==> src/rtl/ex_muldiv_unit.sv <==
// ex_muldiv_unit: iterative multiply/divide engine for the EX stage.
// MULT/MULTU run a shift-add loop, DIV/DIVU a restoring shift-subtract loop,
// one bit per cycle. The signed ops work on magnitudes and apply the result
// signs in a single FIXUP cycle, so every op has the same fixed latency.
module ex_muldiv_unit #(
    parameter int WIDTH = 32
) (
    input  logic             Clk,
    input  logic             Rst,
    input  logic             Start,
    input  logic [1:0]       Op,
    input  logic [WIDTH-1:0] OperandA,
    input  logic [WIDTH-1:0] OperandB,
    input  logic             Flush,
    output logic             Busy,
    output logic             Done,
    output logic             DivByZero,
    output logic [WIDTH-1:0] HiOut,
    output logic [WIDTH-1:0] LoOut
);

    localparam logic [1:0] IDLE  = 2'd0;
    localparam logic [1:0] RUN   = 2'd1;
    localparam logic [1:0] FIXUP = 2'd2;
    localparam logic [1:0] DONE  = 2'd3;

    localparam int            CW        = $clog2(WIDTH + 1);
    localparam logic [CW-1:0] LAST_ITER = CW'(WIDTH - 1);

    logic [1:0]       state;
    logic [CW-1:0]    counter;

    // Op[1] selects divide, Op[0] selects unsigned.
    logic             isDivReg;
    logic [WIDTH-1:0] accHi;        // product high half / partial remainder
    logic [WIDTH-1:0] accLo;        // multiplier bits / dividend-then-quotient bits
    logic [WIDTH-1:0] stepOperand;  // multiplicand (MULT) or divisor (DIV) magnitude
    logic [WIDTH-1:0] rawA;         // dividend as presented, for the divide-by-zero result
    logic             negLow;       // negate product / quotient at FIXUP
    logic             negRem;       // negate remainder at FIXUP (dividend was negative)
    logic             zeroDivisor;

    logic             accept;
    logic             isSignedOp;
    logic [WIDTH-1:0] magA;
    logic [WIDTH-1:0] magB;

    logic [WIDTH:0]   addSum;
    logic [WIDTH:0]   trial;
    logic [WIDTH-1:0] nextHi;
    logic [WIDTH-1:0] nextLo;

    logic [2*WIDTH-1:0] product;
    logic [WIDTH-1:0]   fixHi;
    logic [WIDTH-1:0]   fixLo;

    assign Busy = (state == RUN) || (state == FIXUP);
    assign Done = (state == DONE);

    // A launch is taken only between ops, and Flush vetoes it.
    assign accept     = ((state == IDLE) || (state == DONE)) && Start && !Flush;
    assign isSignedOp = !Op[0];

    // Operand magnitudes; |most-negative| is its own bit pattern read unsigned.
    always_comb begin
        // NOTE: every always_comb output gets a default first so no path can infer a latch.
        magA = OperandA;
        magB = OperandB;
        if (isSignedOp && OperandA[WIDTH-1]) magA = -OperandA;
        if (isSignedOp && OperandB[WIDTH-1]) magB = -OperandB;
    end

    // One iteration of the shift-add or restoring shift-subtract loop.
    always_comb begin
        addSum = {1'b0, accHi} + (accLo[0] ? {1'b0, stepOperand} : '0);
        trial  = {accHi, accLo[WIDTH-1]} - {1'b0, stepOperand};
        nextHi = addSum[WIDTH:1];
        nextLo = {addSum[0], accLo[WIDTH-1:1]};
        if (isDivReg) begin
            if (!trial[WIDTH]) begin
                nextHi = trial[WIDTH-1:0];
                nextLo = {accLo[WIDTH-2:0], 1'b1};
            end else begin
                nextHi = {accHi[WIDTH-2:0], accLo[WIDTH-1]};
                nextLo = {accLo[WIDTH-2:0], 1'b0};
            end
        end
    end

    // Sign fixup of the finished magnitudes, with the divide-by-zero override.
    always_comb begin
        product = {accHi, accLo};
        if (negLow) product = -product;
        fixHi = product[2*WIDTH-1:WIDTH];
        fixLo = product[WIDTH-1:0];
        if (isDivReg) begin
            fixLo = negLow ? -accLo : accLo;
            fixHi = negRem ? -accHi : accHi;
            if (zeroDivisor) begin
                fixHi = rawA;
                fixLo = '1;
            end
        end
    end

    // Control FSM and iteration counter.
    always_ff @(posedge Clk) begin
        // NOTE: sequential state uses non-blocking assignments so every register samples pre-edge values.
        if (Rst) begin
            state   <= IDLE;
            counter <= '0;
        end else begin
            case (state)
                IDLE, DONE: begin
                    counter <= '0;
                    state   <= accept ? RUN : IDLE;
                end
                RUN: begin
                    counter <= counter + 1'b1;
                    if (Flush)                     state <= IDLE;
                    else if (counter == LAST_ITER) state <= FIXUP;
                end
                FIXUP:   state <= Flush ? IDLE : DONE;
                default: state <= IDLE;
            endcase
        end
    end

    // Working registers: latched at launch, stepped once per RUN cycle.
    always_ff @(posedge Clk) begin
        // NOTE: the working registers are reset too, so a mid-op reset leaves no stale operands behind.
        if (Rst) begin
            isDivReg    <= 1'b0;
            accHi       <= '0;
            accLo       <= '0;
            stepOperand <= '0;
            rawA        <= '0;
            negLow      <= 1'b0;
            negRem      <= 1'b0;
            zeroDivisor <= 1'b0;
        end else if (accept) begin
            isDivReg    <= Op[1];
            accHi       <= '0;
            accLo       <= Op[1] ? magA : magB;
            stepOperand <= Op[1] ? magB : magA;
            rawA        <= OperandA;
            negLow      <= isSignedOp && (OperandA[WIDTH-1] ^ OperandB[WIDTH-1]);
            negRem      <= isSignedOp && Op[1] && OperandA[WIDTH-1];
            zeroDivisor <= Op[1] && (OperandB == '0);
        end else if (state == RUN) begin
            accHi <= nextHi;
            accLo <= nextLo;
        end
    end

    // Architectural results: written only on the FIXUP->DONE edge.
    always_ff @(posedge Clk) begin
        if (Rst) begin
            HiOut     <= '0;
            LoOut     <= '0;
            DivByZero <= 1'b0;
        end else if (accept) begin
            DivByZero <= 1'b0;
        end else if ((state == FIXUP) && !Flush) begin
            HiOut     <= fixHi;
            LoOut     <= fixLo;
            DivByZero <= zeroDivisor;
        end
    end

endmodule

==> config.mk <==
export PLATFORM = sky130hd
export DESIGN_NAME = ex_muldiv_unit
export DESIGN_NICKNAME = d
export VERILOG_FILES = /design/src/rtl/ex_muldiv_unit.sv
export SDC_FILE = /design/constraint.sdc
export NUM_CORES = 1
export LEC_CHECK = 0
export ABC_CLOCK_PERIOD_IN_PS = 2950
export CORE_MARGIN = 2
export CORE_UTILIZATION = 54
export DETAILED_ROUTE_END_ITERATION = 12
export GPL_TIMING_DRIVEN = 0
export PLACE_DENSITY = 0.89
export SETUP_SLACK_MARGIN = 0.02
export SYNTH_ARGS = -nofsm -noshare
export SYNTH_HDL_FRONTEND = slang
export SYNTH_SLANG_ARGS = --single-unit
==> constraint.sdc <==
create_clock -name Clk -period 2.95 [get_ports Clk]
set_input_delay 0.7375 -clock Clk [delete_from_list [all_inputs] [get_ports Clk]]
set_output_delay 0.7375 -clock Clk [all_outputs]
set_load 0.03 [all_outputs]
==> impl_metrics.ini <==
[global_route]
grt_pass1_wl_mm = 106
grt_pass1_vias = 17517
grt_max_degree = 14
antenna_found_initial = 1
grt_overflow_total = 0
grt_use_total_pct = 44.4

[logic_synthesis]
synth_top_area_share_pct = 25.3
syn_avg_cell_area_sq_um = 7.24
synth_edf_count = 0
synth_ff_type = dfxtp_1
synthDistinctLibCells = 74
synth.most_common_cell = nand2_1
synth_area_leader_cell = dfxtp_1
syn_nets = 2386
yosysWarnings = 0
ys_ff_latch = 205
ys_top_cells_by_count = nand2_1, a21oi_1, nor2_1
ys_seq_area_share_pct = 25.3
async_flop_share_pct = 0
syn_area_sq_mm = 0.0162
synthTopCellsByArea = dfxtp_1, a21oi_1, nand2_1, xnor2_1, ha_1
synthCells = 2242

[timing]
worst_slew_pin_slew_ns = 1.41
slew_headroom_pct = 5.55
setup_violations = 36
clock_skew_ns = 0.0204
fin_tns_setup_ns = -5.13
fmax_mhz = 306
grt_setup_unrepaired = yes
hold_violations = 0
timing.final.crit_share_pct = 111
fin_crit_ns = 3.27
fin_hold_ws_ns = 0.451
fin_ws_ns = -0.317
slew_viol_final = 0

[die]
core_sq_mm = 0.0296
die_area_sq_mm = 0.0315
die_w_um = 177
initial_utilization_pct = 54.8
ios = 137
dieHeight_um = 177
rows = 63

[power]
p_leak_nw = 7.62
power_w = 0.00941
p_comb_share_pct = 34.3
vdd_drop_max_mv = 0.398
powerDensity_mw_per_mm2 = 446
clockPowerShare_pct = 33.8
p_int_w = 0.00599
seqPwrFrac_pct = 31.9
p_switching_w = 0.00342
p_sw_share_pct = 36.4

[clocking]
path_clk_slew_ns = 0.07
hold_buffers = 0
cts_tree = done
clkLatencyLatePin_ns = 0.56
numCtsBuffers = 23
clock-sinks = 205
cts_root_buf = clkbuf_16
clockBufferDepth = 3
cts_htree_levels = 1

[flow_run]
max_cap_violations = 0

[routing]
wire_per_inst_um = 26.1
drc = 0
vias = 19487
drt-pass1-iter-count = 6
totalWireLength_mm = 74.7
ant_nets = 0
routed_via_density = 6.80
drtIter0Drc = 2662

[cells_and_area]
final_cells = 2864
finalNetCount = 2599
fillers = 2342
syn_to_final_growth_pct = 30.0
layout-drive-gt1-share_pct = 16.4

[run_status]
status = complete, but fails checks
violations = negative setup slack

[critical_path]
r2r_cells = 10
slowest_delay_ns = 0.55
crit_chain = buf_6, or4_4, or2_4, or4_4, or3_4, or4b_4, a21oi_4, xnor2_2, o211ai_2, a31oi_1
critPathMaxFanout = 7
reg2reg_from = accHi[18]
r2r_slack_ns = -0.32
crit_top_cell = or4_4
crit_arrival_ns = 3.66
setup.worst_path.start_class = register
critical_path_class = register to register
end_kind = register
required_ns = 3.34
crit_slowest_cell = or4b_4
r2r_end = HiOut[29]

[min_path]
holdPathEnd = HiOut[18]
min_path_type = register to register
min_path_cells = 2
min-delay-start = HiOut[18]

[place]
place_congestion = 1.04
hpwl_mm = 55.0
place_ws_ns = -1.60
io_buffers = 135
place_inst = 2767
## worst max-delay path by stage
| stage | from | to | cells past startpoint |
|---|---|---|---|
| after floorplan | accHi[17] | HiOut[29] | 10 |
| after global placement | OperandA[2] | accLo[26] | 10 |
| after detailed placement | OperandA[6] | accLo[26] | 10 |
| after CTS | accHi[17] | HiOut[29] | 10 |
| after global routing | accHi[17] | HiOut[29] | 10 |
| final | accHi[18] | HiOut[29] | 10 |
## state kept, by name, summed over array words and instances, names as in the netlist
name / count
HiOut: 32
LoOut: 32
accHi: 32
accLo: 32
rawA: 32
stepOperand: 32
counter: 6
state: 2
DivByZero: 1
isDivReg: 1
negLow: 1
negRem: 1
zeroDivisor: 1
## power by group through the flow
stage	Sequential [W]	Combinational [W]	Clock, W
after floorplan	0.00299	0.00158	0
after global placement	0.00303	0.00234	0
after detailed placement	0.00303	0.00237	0
after CTS	0.00298	0.00288	0.00314
after global routing	0.00300	0.00335	0.00327
final	0.00300	0.00323	0.00318
## kinds of logic (layout without fill, tap and decap cells)
family	Yosys count	in the layout	share of synthesized area, %
AO/OA/AOI/OAI	695	695	27.1
AND/OR/NAND/NOR	751	751	20.8
multiplexers	68	68	4.24
flip-flops	205	205	25.3
XOR/XNOR	206	206	11.1
buffers and inverters	243	472	5.69
adder cells (fa/ha/maj)	74	74	5.79
other	0	3	0
## per-layer routing
metal  global-route usage, %  routed length, um  part of all wire (%)  vias up
met2                    67.0              31400                    42     1526
met3                    10.1               9880                    13      410
li1                        -                  -                     -     8443
met4                    25.2               5910                   7.9        0
met5                       0                  0                     0        -
met1                    58.1              27600                    37     9108
## what timing repair did
item	in CTS	in global routing
endpoints found under the setup margin	115	121
setup buffers	52	15
gates resized for setup	230	179
cloned	6	0
pin swaps	87	69
## per-stage QoR
step           util [%]  instance area (sq um)
6_report           71.3                  21100
5_1_grt            71.2                  21100
4_1_cts            68.6                  20300
3_5_place_dp       61.3                  18200
3_3_place_gp       61.3                  18200
2_1_floorplan         -                  16300
## layout make-up
| type | count | area [sq um] | share of cell area, % |
|---|---|---|---|
| clock buffer | 31 | 666 | 3.15 |
| sequential | 205 | 4150 | 19.6 |
| timing repair buffer | 205 | 2010 | 9.51 |
| antenna | 3 | 7.51 | 0.0355 |
| buffer | 160 | 758 | 3.59 |
| tap | 390 | 488 | 2.31 |
| inverter | 66 | 277 | 1.31 |
| clock inverter | 10 | 153 | 0.723 |
| multi-input combinational | 1794 | 12600 | 59.7 |
## layout by cell type (no fill, tap or decap), types with 12 or more instances in the layout
cell             instances
ha_2                    13
clkbuf_16               26
nor2b_1                 16
nand2b_1                16
a21o_1                  26
clkbuf_1               116
nand4_1                 19
dlymetal6s2s_1          13
ha_1                    44
a211oi_2                12
nand2_1                290
inv_1                   55
or3_1                   20
xor2_1                  90
nand3_1                 30
nor3_1                  32
buf_6                   12
o21ai_2                 13
mux2i_1                 57
nor2_1                 207
buf_1                   19
buf_4                   58
xnor2_1                107
a31oi_1                 15
o211ai_1                77
o21ai_1                 21
clkbuf_2                13
a21oi_2                 22
o31ai_1                 27
a211oi_1                62
dfxtp_2                 15
clkdlybuf4s50_1        112
ha_4                    15
dfxtp_1                183
o21ai_0                 91
a21oi_1                207
## critical path, delay by kind of cell, from the launching register on
kind / cells / cell delay, ns
simple gates: 5 / 2.12
buf+inv: 1 / 0.13
flops: 1 / 0.35
compound gates: 3 / 0.41
xor+xnor: 1 / 0.09
(Power assumes the default switching activity.)
